--- src/rtl/ai_ram_pkg.sv ---
// Shared definitions for the AI RAM stream loader: FSM encoding, default lane
// geometry matching the RAM, and the empty-to-byte-enable helper.
package ai_ram_pkg;

  // Loader FSM encoding
  localparam logic [1:0] StIdle = 2'd0;
  localparam logic [1:0] StRun  = 2'd1;
  localparam logic [1:0] StDrop = 2'd2;

  // Default beat geometry shared with the AI RAM
  localparam int unsigned DefaultLanes = 4;
  localparam int unsigned DefaultLaneW = 8;

  // Byte enable for one lane of an eop beat. An out-of-range empty is clamped
  // to lanes-1 so at least lane 0 is always written.
  function automatic logic lane_enable(int unsigned lane, int unsigned lanes,
                                       int unsigned empty);
    int unsigned eff;
    eff = (empty >= lanes) ? lanes - 1 : empty;
    return lane < (lanes - eff);
  endfunction

endpackage

--- src/rtl/ai_ram_wr_stage.sv ---
// Single-slot registered RAM write stage. A loaded word is presented on the
// q_* outputs and held until the RAM accepts it (q_write && !q_waitrequest).
module ai_ram_wr_stage #(
  parameter int unsigned ADDR_W = 14,
  parameter int unsigned DATA_W = 32,
  parameter int unsigned LANES  = 4
) (
  input  logic              clk,
  input  logic              rst,
  input  logic              load,
  input  logic [ADDR_W-1:0] load_addr,
  input  logic [DATA_W-1:0] load_data,
  input  logic [LANES-1:0]  load_be,
  input  logic              q_waitrequest,
  output logic              ready,
  output logic              q_write,
  output logic [ADDR_W-1:0] q_addr,
  output logic [DATA_W-1:0] q_data,
  output logic [LANES-1:0]  q_be
);

  // Slot is free when empty or draining this cycle; never ready in reset.
  assign ready = !rst && (!q_write || !q_waitrequest);

  // Load a new word, retire a completed one, or hold under waitrequest.
  always_ff @(posedge clk) begin
    if (rst) begin
      q_write <= 1'b0;
      q_addr  <= '0;
      q_data  <= '0;
      q_be    <= '0;
    end else if (load) begin
      q_write <= 1'b1;
      q_addr  <= load_addr;
      q_data  <= load_data;
      q_be    <= load_be;
    end else if (!q_waitrequest) begin
      q_write <= 1'b0;
    end
  end

endmodule

--- src/rtl/ai_ram_avst_loader_p.sv ---
// Avalon-ST sink that stores each packet contiguously from address 0 of the
// AI RAM, one beat per cycle, with backpressure, byte enables, word count
// and sticky orphan/overflow error flags.
module ai_ram_avst_loader_p
  import ai_ram_pkg::*;
#(
  parameter int unsigned LANES   = DefaultLanes,
  parameter int unsigned LANE_W  = DefaultLaneW,
  parameter int unsigned ADDR_W  = 14,
  parameter int unsigned EMPTY_W = 2
) (
  input  logic                    clk,
  input  logic                    rst,
  input  logic [LANES*LANE_W-1:0] avs_s4_data,
  input  logic                    avs_s4_valid,
  input  logic                    avs_s4_startofpacket,
  input  logic                    avs_s4_endofpacket,
  input  logic [EMPTY_W-1:0]      avs_s4_empty,
  output logic                    avs_s4_ready,
  output logic [ADDR_W-1:0]       q_addr,
  output logic                    q_write,
  output logic [LANES*LANE_W-1:0] q_data,
  output logic [LANES-1:0]        q_be,
  input  logic                    q_waitrequest,
  output logic                    pkt_done,
  output logic [ADDR_W:0]         pkt_words,
  output logic                    err_nosop,
  output logic                    err_overflow,
  input  logic                    clr_err
);

  localparam int unsigned DataW = LANES * LANE_W;

  logic [1:0]        state_q, state_d;
  // One bit wider than the address so a full-memory packet can be counted
  // and the next beat recognised as an overflow.
  logic [ADDR_W:0]   cnt_q, cnt_d;
  logic              done_q, done_d;
  logic [ADDR_W:0]   words_q, words_d;
  logic              nosop_q, ovf_q;
  logic              set_nosop, set_ovf;
  logic              ready, accept;
  logic              wr_load;
  logic [ADDR_W-1:0] wr_addr;
  logic [LANES-1:0]  eop_be, wr_be;
  logic [31:0]       empty_ext;

  assign accept    = avs_s4_valid && ready;
  assign empty_ext = 32'(avs_s4_empty);

  // Lane mask used on the eop beat; empty is ignored on other beats.
  always_comb begin
    eop_be = '0;
    for (int unsigned i = 0; i < LANES; i++) begin
      eop_be[i] = lane_enable(i, LANES, empty_ext);
    end
  end

  assign wr_be = avs_s4_endofpacket ? eop_be : '1;

  // Packet FSM: decides whether an accepted beat is written, where, and
  // which status events it raises.
  always_comb begin
    state_d   = state_q;
    cnt_d     = cnt_q;
    done_d    = 1'b0;
    words_d   = words_q;
    set_nosop = 1'b0;
    set_ovf   = 1'b0;
    wr_load   = 1'b0;
    wr_addr   = cnt_q[ADDR_W-1:0];

    if (accept) begin
      if (avs_s4_startofpacket) begin
        // A sop always (re)starts a packet at address 0, in any state.
        wr_load = 1'b1;
        wr_addr = '0;
        if (avs_s4_endofpacket) begin
          done_d  = 1'b1;
          words_d = {{ADDR_W{1'b0}}, 1'b1};
          cnt_d   = '0;
          state_d = StIdle;
        end else begin
          cnt_d   = {{ADDR_W{1'b0}}, 1'b1};
          state_d = StRun;
        end
      end else begin
        unique case (state_q)
          StIdle: begin
            set_nosop = 1'b1;
            state_d   = avs_s4_endofpacket ? StIdle : StDrop;
          end
          StRun: begin
            if (cnt_q[ADDR_W]) begin
              // Memory already full: drop the rest of this packet.
              set_ovf = 1'b1;
              cnt_d   = '0;
              state_d = avs_s4_endofpacket ? StIdle : StDrop;
            end else begin
              wr_load = 1'b1;
              if (avs_s4_endofpacket) begin
                done_d  = 1'b1;
                words_d = cnt_q + 1'b1;
                cnt_d   = '0;
                state_d = StIdle;
              end else begin
                cnt_d = cnt_q + 1'b1;
              end
            end
          end
          StDrop: begin
            state_d = avs_s4_endofpacket ? StIdle : StDrop;
          end
          default: begin
            state_d = StIdle;
            cnt_d   = '0;
          end
        endcase
      end
    end
  end

  // State, counters, status pulse and sticky errors (set wins over clear).
  always_ff @(posedge clk) begin
    if (rst) begin
      state_q <= StIdle;
      cnt_q   <= '0;
      done_q  <= 1'b0;
      words_q <= '0;
      nosop_q <= 1'b0;
      ovf_q   <= 1'b0;
    end else begin
      state_q <= state_d;
      cnt_q   <= cnt_d;
      done_q  <= done_d;
      words_q <= words_d;
      nosop_q <= set_nosop | (nosop_q & ~clr_err);
      ovf_q   <= set_ovf | (ovf_q & ~clr_err);
    end
  end

  ai_ram_wr_stage #(
    .ADDR_W (ADDR_W),
    .DATA_W (DataW),
    .LANES  (LANES)
  ) u_wr_stage (
    .clk           (clk),
    .rst           (rst),
    .load          (wr_load),
    .load_addr     (wr_addr),
    .load_data     (avs_s4_data),
    .load_be       (wr_be),
    .q_waitrequest (q_waitrequest),
    .ready         (ready),
    .q_write       (q_write),
    .q_addr        (q_addr),
    .q_data        (q_data),
    .q_be          (q_be)
  );

  assign avs_s4_ready = ready;
  assign pkt_done     = done_q;
  assign pkt_words    = words_q;
  assign err_nosop    = nosop_q;
  assign err_overflow = ovf_q;

endmodule

--- config.mk ---
export PLATFORM = sky130hd
export DESIGN_NAME = ai_ram_avst_loader_p
export DESIGN_NICKNAME = d
export VERILOG_FILES = /design/src/rtl/ai_ram_pkg.sv /design/src/rtl/ai_ram_wr_stage.sv /design/src/rtl/ai_ram_avst_loader_p.sv
export SDC_FILE = /design/constraint.sdc
export NUM_CORES = 1
export LEC_CHECK = 0
export CORE_ASPECT_RATIO = 0.8
export CORE_MARGIN = 5
export CORE_UTILIZATION = 40
export CTS_CLUSTER_SIZE = 24
export DETAILED_ROUTE_END_ITERATION = 10
export GPL_ROUTABILITY_DRIVEN = 1
export PLACE_DENSITY = 0.71
export SLEW_MARGIN = 10
export SYNTH_ARGS = -nofsm -noshare
export SYNTH_HDL_FRONTEND = slang
export SYNTH_SLANG_ARGS = --single-unit
--- constraint.sdc ---
create_clock -name clk -period 2.5 [get_ports clk]
set_input_delay 0.375 -clock clk [delete_from_list [all_inputs] [get_ports clk]]
set_output_delay 0.375 -clock clk [all_outputs]
set_load 0.02 [all_outputs]
Word-level counts from Yosys, hierarchy flattened
Index checks and enable logic that the tools add are counted.
- register bits after elaboration: 86
- output and inout port bits: 70
- logic and storage cells: 79
- add/sub/neg operators: 2
- magnitude comparators: 5
- equal/unequal tests: 6
- muxes and demuxes: 37
- bitwise logic cells: 6
- reductions and logical operators: 13
- operators with widths (operator ; number):
    $mux 15 ; 8
    $lt 1x32->1 const A ; 2
    $lt 2x32->1 const A ; 2
    $pmux 15 s2 ; 1
    $mux 14 ; 2
    $mux 1 ; 19
    $add 15x1->15 const B ; 1
    $mux 2 ; 5
    $mux 4 ; 1
    $ne 2x1->1 const B ; 2
    $ne 4x4->1 const B ; 1
    $pmux 2 s2 ; 1
    $reduce_and 2->1 ; 2
    $reduce_and 4->1 ; 1
    $reduce_or 2->1 ; 2
    $sub 3x2->4 const A ; 1
    $ge 2x3->1 const B ; 1
    $logic_not 1->1 ; 3
    $and 1x1->1 ; 2
    $eq 2x1->1 const B ; 1
    $eq 2x2->1 const B ; 1
    $logic_and 1x1->1 ; 2
    $logic_not 2->1 ; 1
    $ne 2x2->1 const B ; 1
    other kinds (4) ; 6

Depth between registers and ports, before layout
Gate-level depths: netlist of run 1.
- word-level depth: 6
- mapped depth: 8
- mapped depth without buffers: 5

Cells and area by module
From an unflattened synthesis of run 1, not the netlist that was laid out.
- cells, all modules: 386
- area total of the unflattened synthesis: 3653.5 um^2
- by module, submodules not included (module ; times used ; cells an instance ; area each (um^2) ; seq. area each (um^2)):
    ai_ram_wr_stage ; 1 ; 166 ; 1833.0 ; 1021.0
    ai_ram_avst_loader_p ; 1 ; 220 ; 1820.5 ; 700.7

Least setup slack after synthesis of run 1
No wires, ideal clock.
- path type: input to register
- start point: input rst
- end point: register cnt_q[13]
- library setup time: 0.074 ns
- arrival: 1.832 ns
- data required time: 2.426 ns
- slack: 0.594 ns
- cell stages on the path: 6
- path buffers: 2
- cells stage by stage: buf_2 > a21o_1 > or3_1 > clkbuf_1 > or3_1 > a31oi_1
- word-level cells in the longest chain between the ends: 4
- RTL lines (item ; line ; text):
    from (decl) ; ai_ram_avst_loader_p.sv:13 ; input logic rst,
    $logic_not 1->1 ; ai_ram_wr_stage.sv:23 ; assign ready = !rst && (!q_write || !q_waitrequest);
    $logic_and 1x1->1 ; ai_ram_wr_stage.sv:23 ;
    $logic_and 1x1->1 ; ai_ram_avst_loader_p.sv:48 ; assign accept = avs_s4_valid && ready;
    $reduce_and 2->1 (no source line) ; - ;
    to (signal assigned) ; ai_ram_avst_loader_p.sv:134 ; cnt_q <= cnt_d;
    to (decl) ; ai_ram_avst_loader_p.sv:37 ; logic [ADDR_W:0] cnt_q, cnt_d;
Parallel ways exist; a longest one is shown, timed or not.
A chain may end at the register's enable or synchronous reset.

Worst setup path in the final report of run 1
- start point: input q_waitrequest
- end point: output avs_s4_ready
- word-level cells in the longest chain between the ends: 3
- RTL lines (item ; line ; text):
    from (decl) ; ai_ram_avst_loader_p.sv:24 ; input logic q_waitrequest,
    $logic_not 1->1 ; ai_ram_wr_stage.sv:23 ;
    $logic_or 1x1->1 ; ai_ram_wr_stage.sv:23 ;
    $logic_and 1x1->1 ; ai_ram_wr_stage.sv:23 ;
    to (decl) ; ai_ram_avst_loader_p.sv:19 ; output logic avs_s4_ready,
No other way between the ends.

==> summary.txt, run 1 <==
Timing
  • Final setup violation count: 0
  • Final hold vios: 0
  • Unrepaired setup endpoints after global routing: false
  • Max Slew Vio Count: 0
  • Tcrit/Tclk final: 0.915
  • Tmin final: 2290 ps
  • Slew margin rel.: 0.465
  • Fmax: 437 MHz
  • Setup Skew: 7.63 ps
  • Min Hold Slack: 454 ps
  • Worst Tran Pin Value: 802 ps
  • Final setup TNS: 0 ps

Power
  • Leak: 1.61 nW
  • Peak supply drop: 0.319 mV
  • Total power divided by cell area: 561 mW/mm2

Setup path
  • Reg-to-Reg End: pkt_words[0]
  • R2r worst-path depth: 5
  • Worst setup EP type: output port
  • Critical path destination: avs_s4_ready
  • Top Family by Delay on Critical Path: buffers and inverters
  • Crit path arrival time: 1910 ps
  • CP Launch Point: q_waitrequest
  • CP max FO: 5
  • Critical-path top delay cell: clkdlybuf4s50_1
  • Worst reg2reg startpoint: state_q[0]
  • Critical path's largest stage delay: 620 ps
  • CP Class: input port to output port
  • CP startpoint kind: input port
  • Critical path, cell by cell: clkdlybuf4s50_1, a21o_1, buf_4, inv_2, clkdlybuf4s50_1
  • CP dominant cell by count: clkdlybuf4s50_1
  • CP bufs+invs: 4
  • R2r setup slk: 300 ps
  • Number of cells on the critical path: 5
  • CP required: 2120 ps

Route
  • DRT antenna net count: 0
  • Total routed wirelength: 9.50 mm
  • Drt wl/cell: 15.0 um
  • First-iteration detailed-routing DRC count: 227
  • Remaining DRCs: 0
  • First-pass detailed-route iteration total: 5
  • Vias after detailed routing: 3281
  • Routed vias/inst: 5.18

Yosys
  • Post-synth top flop: dfxtp_1
  • Synth unique cells: 45
  • Mapped Area: 0.00344 mm2
  • Largest family of logic cells by synthesized area: simple AND/OR/NAND/NOR gates
  • Syn_nets: 454
  • Ys async rst share: 0
  • Post-synthesis simple-gate area fraction: 0.235
  • Post-Synth XOR/XNOR Area: 0.0255
  • Number of synthesized flops with an enable pin: 0
  • Post-synthesis mux area share: 0
  • Syn avg cell area: 8.34 um2
  • Mapped Cells: 412
  • Yosys warning total: 0
  • Yosys reg bits: 86
  • Compound-gate portion of the synthesized area: 0.190
  • Synth Area in Adders: 0.00364
  • Post-synthesis sequential area ratio: 0.501

Clocking
  • CTS buffer count: 9
  • CTS hold repair buffers: 0
  • TritonCTS clock tree: built
  • Worst skew pair latency: 350 ps
  • CTS Buffer Depth: 2
  • Sink Count: 86
  • Post-CTS sizing: 0
  • Root buf cell: clkbuf_8
  • Clock H-tree levels: 3
  • CTS clk-pin slew, worst paths: 80 ps
  • Postcts setup bufs: 0

Run
  • Max-Cap Viols: 0

Die
  • Cell Rows: 30
  • Die Height: 92.9 um
  • Die area: 0.0106 mm2
  • Core area: 0.00845 mm2
  • Starting Density: 0.407
  • Die Wd: 114 um
  • IO Pins: 111

Outcome
  • Status: complete, no violations

Cells and area
  • Nets: 559
  • Register area: 0.00172 mm2
  • Multi-input gate area: 0.00157 mm2
  • Layout cells sized above 1: 0.0670
  • Design Area, Final: 0.00488 mm2
  • Fillers: 787
  • Area grow syn2layout: 42.0%
  • Ant. Diodes: 0

GRT
  • Pin count of the biggest net entering global routing: 80
  • Vias in the first global route: 3102
  • Initial antenna violation count: 0
  • Gr ovfl total: 0
  • Global-route wire length before repair: 15.8 mm
  • Total GRT Usage: 0.183

Hold path
  • Worst Hold Class: flop to flop

Placement
  • PortBufs: 110
  • GPL Wtd Cong: 0.837
  • Placed inst area: 0.00466 mm2
  • Final HPWL DP: 6.75 mm
==> registers in the layout, indices dropped and copies added (netlist names) <==
name and flops:
err_nosop 1, cnt_q 15, pkt_done 1, u_wr_stage.q_data 32, pkt_words 15, state_q 2
err_overflow 1, u_wr_stage.q_write 1, u_wr_stage.q_be 4, u_wr_stage.q_addr 14
==> tightest hold or removal path: stages, from the launching register on <==
cell     delay, ps
dfxtp_1        310
nand2_1         50
a21oi_1         50
==> cells in the final DEF, fill, tap and decap left out, types with 2 or more instances in the layout <==
cell type,instances
inv_1,6
o2111ai_1,2
nand4b_1,2
o21ai_0,13
a32o_1,2
or3_1,8
a21oi_1,52
nand4_1,4
nor4_1,3
nor3_1,12
nor3b_1,2
bufinv_16,2
o2bb2ai_1,4
a31oi_1,7
xnor2_1,9
and2_1,2
or4_1,2
a22oi_1,14
dfxtp_1,86
nand2_1,79
o211ai_1,2
nand2b_1,3
a211oi_1,3
clkinvlp_4,2
buf_4,15
nand3b_1,6
nand3_1,8
clkdlybuf4s50_1,109
clkbuf_8,9
clkbuf_1,2
and3_1,2
nor2_1,30
a32oi_1,2
nor2b_1,2
==> per-layer routing <==
layer  track usage  part of all wire
met4        0.0561             0.010
met2         0.268              0.44
met1         0.247              0.45
met3        0.0732              0.10
met5             0                 0
==> through the flow <==
| stage | std cells | power (W) | util | setup slack, ps |
|---|---|---|---|---|
| 6_report | 634 | 0.00274 | 0.578 | 213 |
| 3_5_place_dp | 618 | 0.00171 | 0.552 | 126 |
| 3_3_place_gp | 618 | 0.00171 | 0.552 | 167 |
| 2_1_floorplan | 412 | 0.00157 | - | 594 |
| 5_1_grt | 634 | 0.00286 | 0.578 | 175 |
| 4_1_cts | 634 | 0.00277 | 0.578 | 207 |
==> power by group <==
part / internal (W) / total, W / leakage, nW / switching, W
clock network: 0.000565 / 0.00106 / 0.0998 / 0.000491
registers: 0.00139 / 0.00141 / 0.696 / 0.0000139
logic: 0.000132 / 0.000275 / 0.814 / 0.000144
==> area by class of cell <==
cell class	count	share of cell area
Tap cell	112	0.0287
Multi-Input combinational cell	288	0.321
Clock inverter	5	0.0172
Clock buffer	11	0.0269
Timing Repair Buffer	125	0.248
Inverter	7	0.00538
Sequential cell	86	0.353
==> how the worst min path moves through the flow <==
stage,start,to,cells past startpoint
after floorplan,cnt_q[13],cnt_q[13],1
after global placement,pkt_words[6],pkt_words[6],2
after detailed placement,pkt_words[1],pkt_words[1],2
after CTS,pkt_words[1],pkt_words[1],2
after global routing,u_wr_stage.q_data[14],u_wr_stage.q_data[14],2
final,u_wr_stage.q_data[13],u_wr_stage.q_data[13],2
==> cells in the mapped netlist (all sizes together) (2+ instances only) <==
| library cell | number | area share |
|---|---|---|
| nand4b | 2 | 0.0051 |
| dfxtp | 86 | 0.50 |
| nor2 | 30 | 0.033 |
| o21ai | 13 | 0.019 |
| a21oi | 52 | 0.076 |
| or3 | 8 | 0.015 |
| nor3b | 2 | 0.0044 |
| nor3 | 12 | 0.017 |
| o211ai | 2 | 0.0044 |
| buf | 5 | 0.0091 |
| nand3 | 8 | 0.012 |
| and3 | 2 | 0.0036 |
| or2 | 2 | 0.0044 |
| inv | 7 | 0.0076 |
| nand2b | 3 | 0.0055 |
| nor4 | 4 | 0.012 |
| or4 | 2 | 0.0044 |
| clkbuf | 26 | 0.028 |
| nand4 | 4 | 0.0073 |
| a22oi | 14 | 0.031 |
| xnor2 | 9 | 0.023 |
| and2 | 2 | 0.0036 |
| o2bb2ai | 4 | 0.010 |
| nor2b | 2 | 0.0036 |
| a31oi | 7 | 0.013 |
| a211oi | 4 | 0.010 |
| a32o | 2 | 0.0058 |
| o2111ai | 2 | 0.0051 |
| a32oi | 2 | 0.0051 |
| nand3b | 6 | 0.013 |
| nand2 | 79 | 0.086 |
==> cell families after synthesis <==
logic type,Yosys count
AND/OR/NAND/NOR,170
AO/OA/AOI/OAI,107
flip-flops,86
buffers and inverters,38
XOR/XNOR,10
adder cells (fa/ha/maj),1
Power figures use the tool's default switching activity.
==> inputs of run 2 (changes only) <==
--- a/config.mk
+++ b/config.mk
@@ -11,6 +11,7 @@
 export CTS_CLUSTER_SIZE = 24
 export DETAILED_ROUTE_END_ITERATION = 10
 export GPL_ROUTABILITY_DRIVEN = 1
+export HOLD_SLACK_MARGIN = 0.15
 export PLACE_DENSITY = 0.71
 export SLEW_MARGIN = 10
 export SYNTH_ARGS = -nofsm -noshare
==> results of run 2 <==
Same layout as run 1: the final DEF is identical, and so are final timing and power.
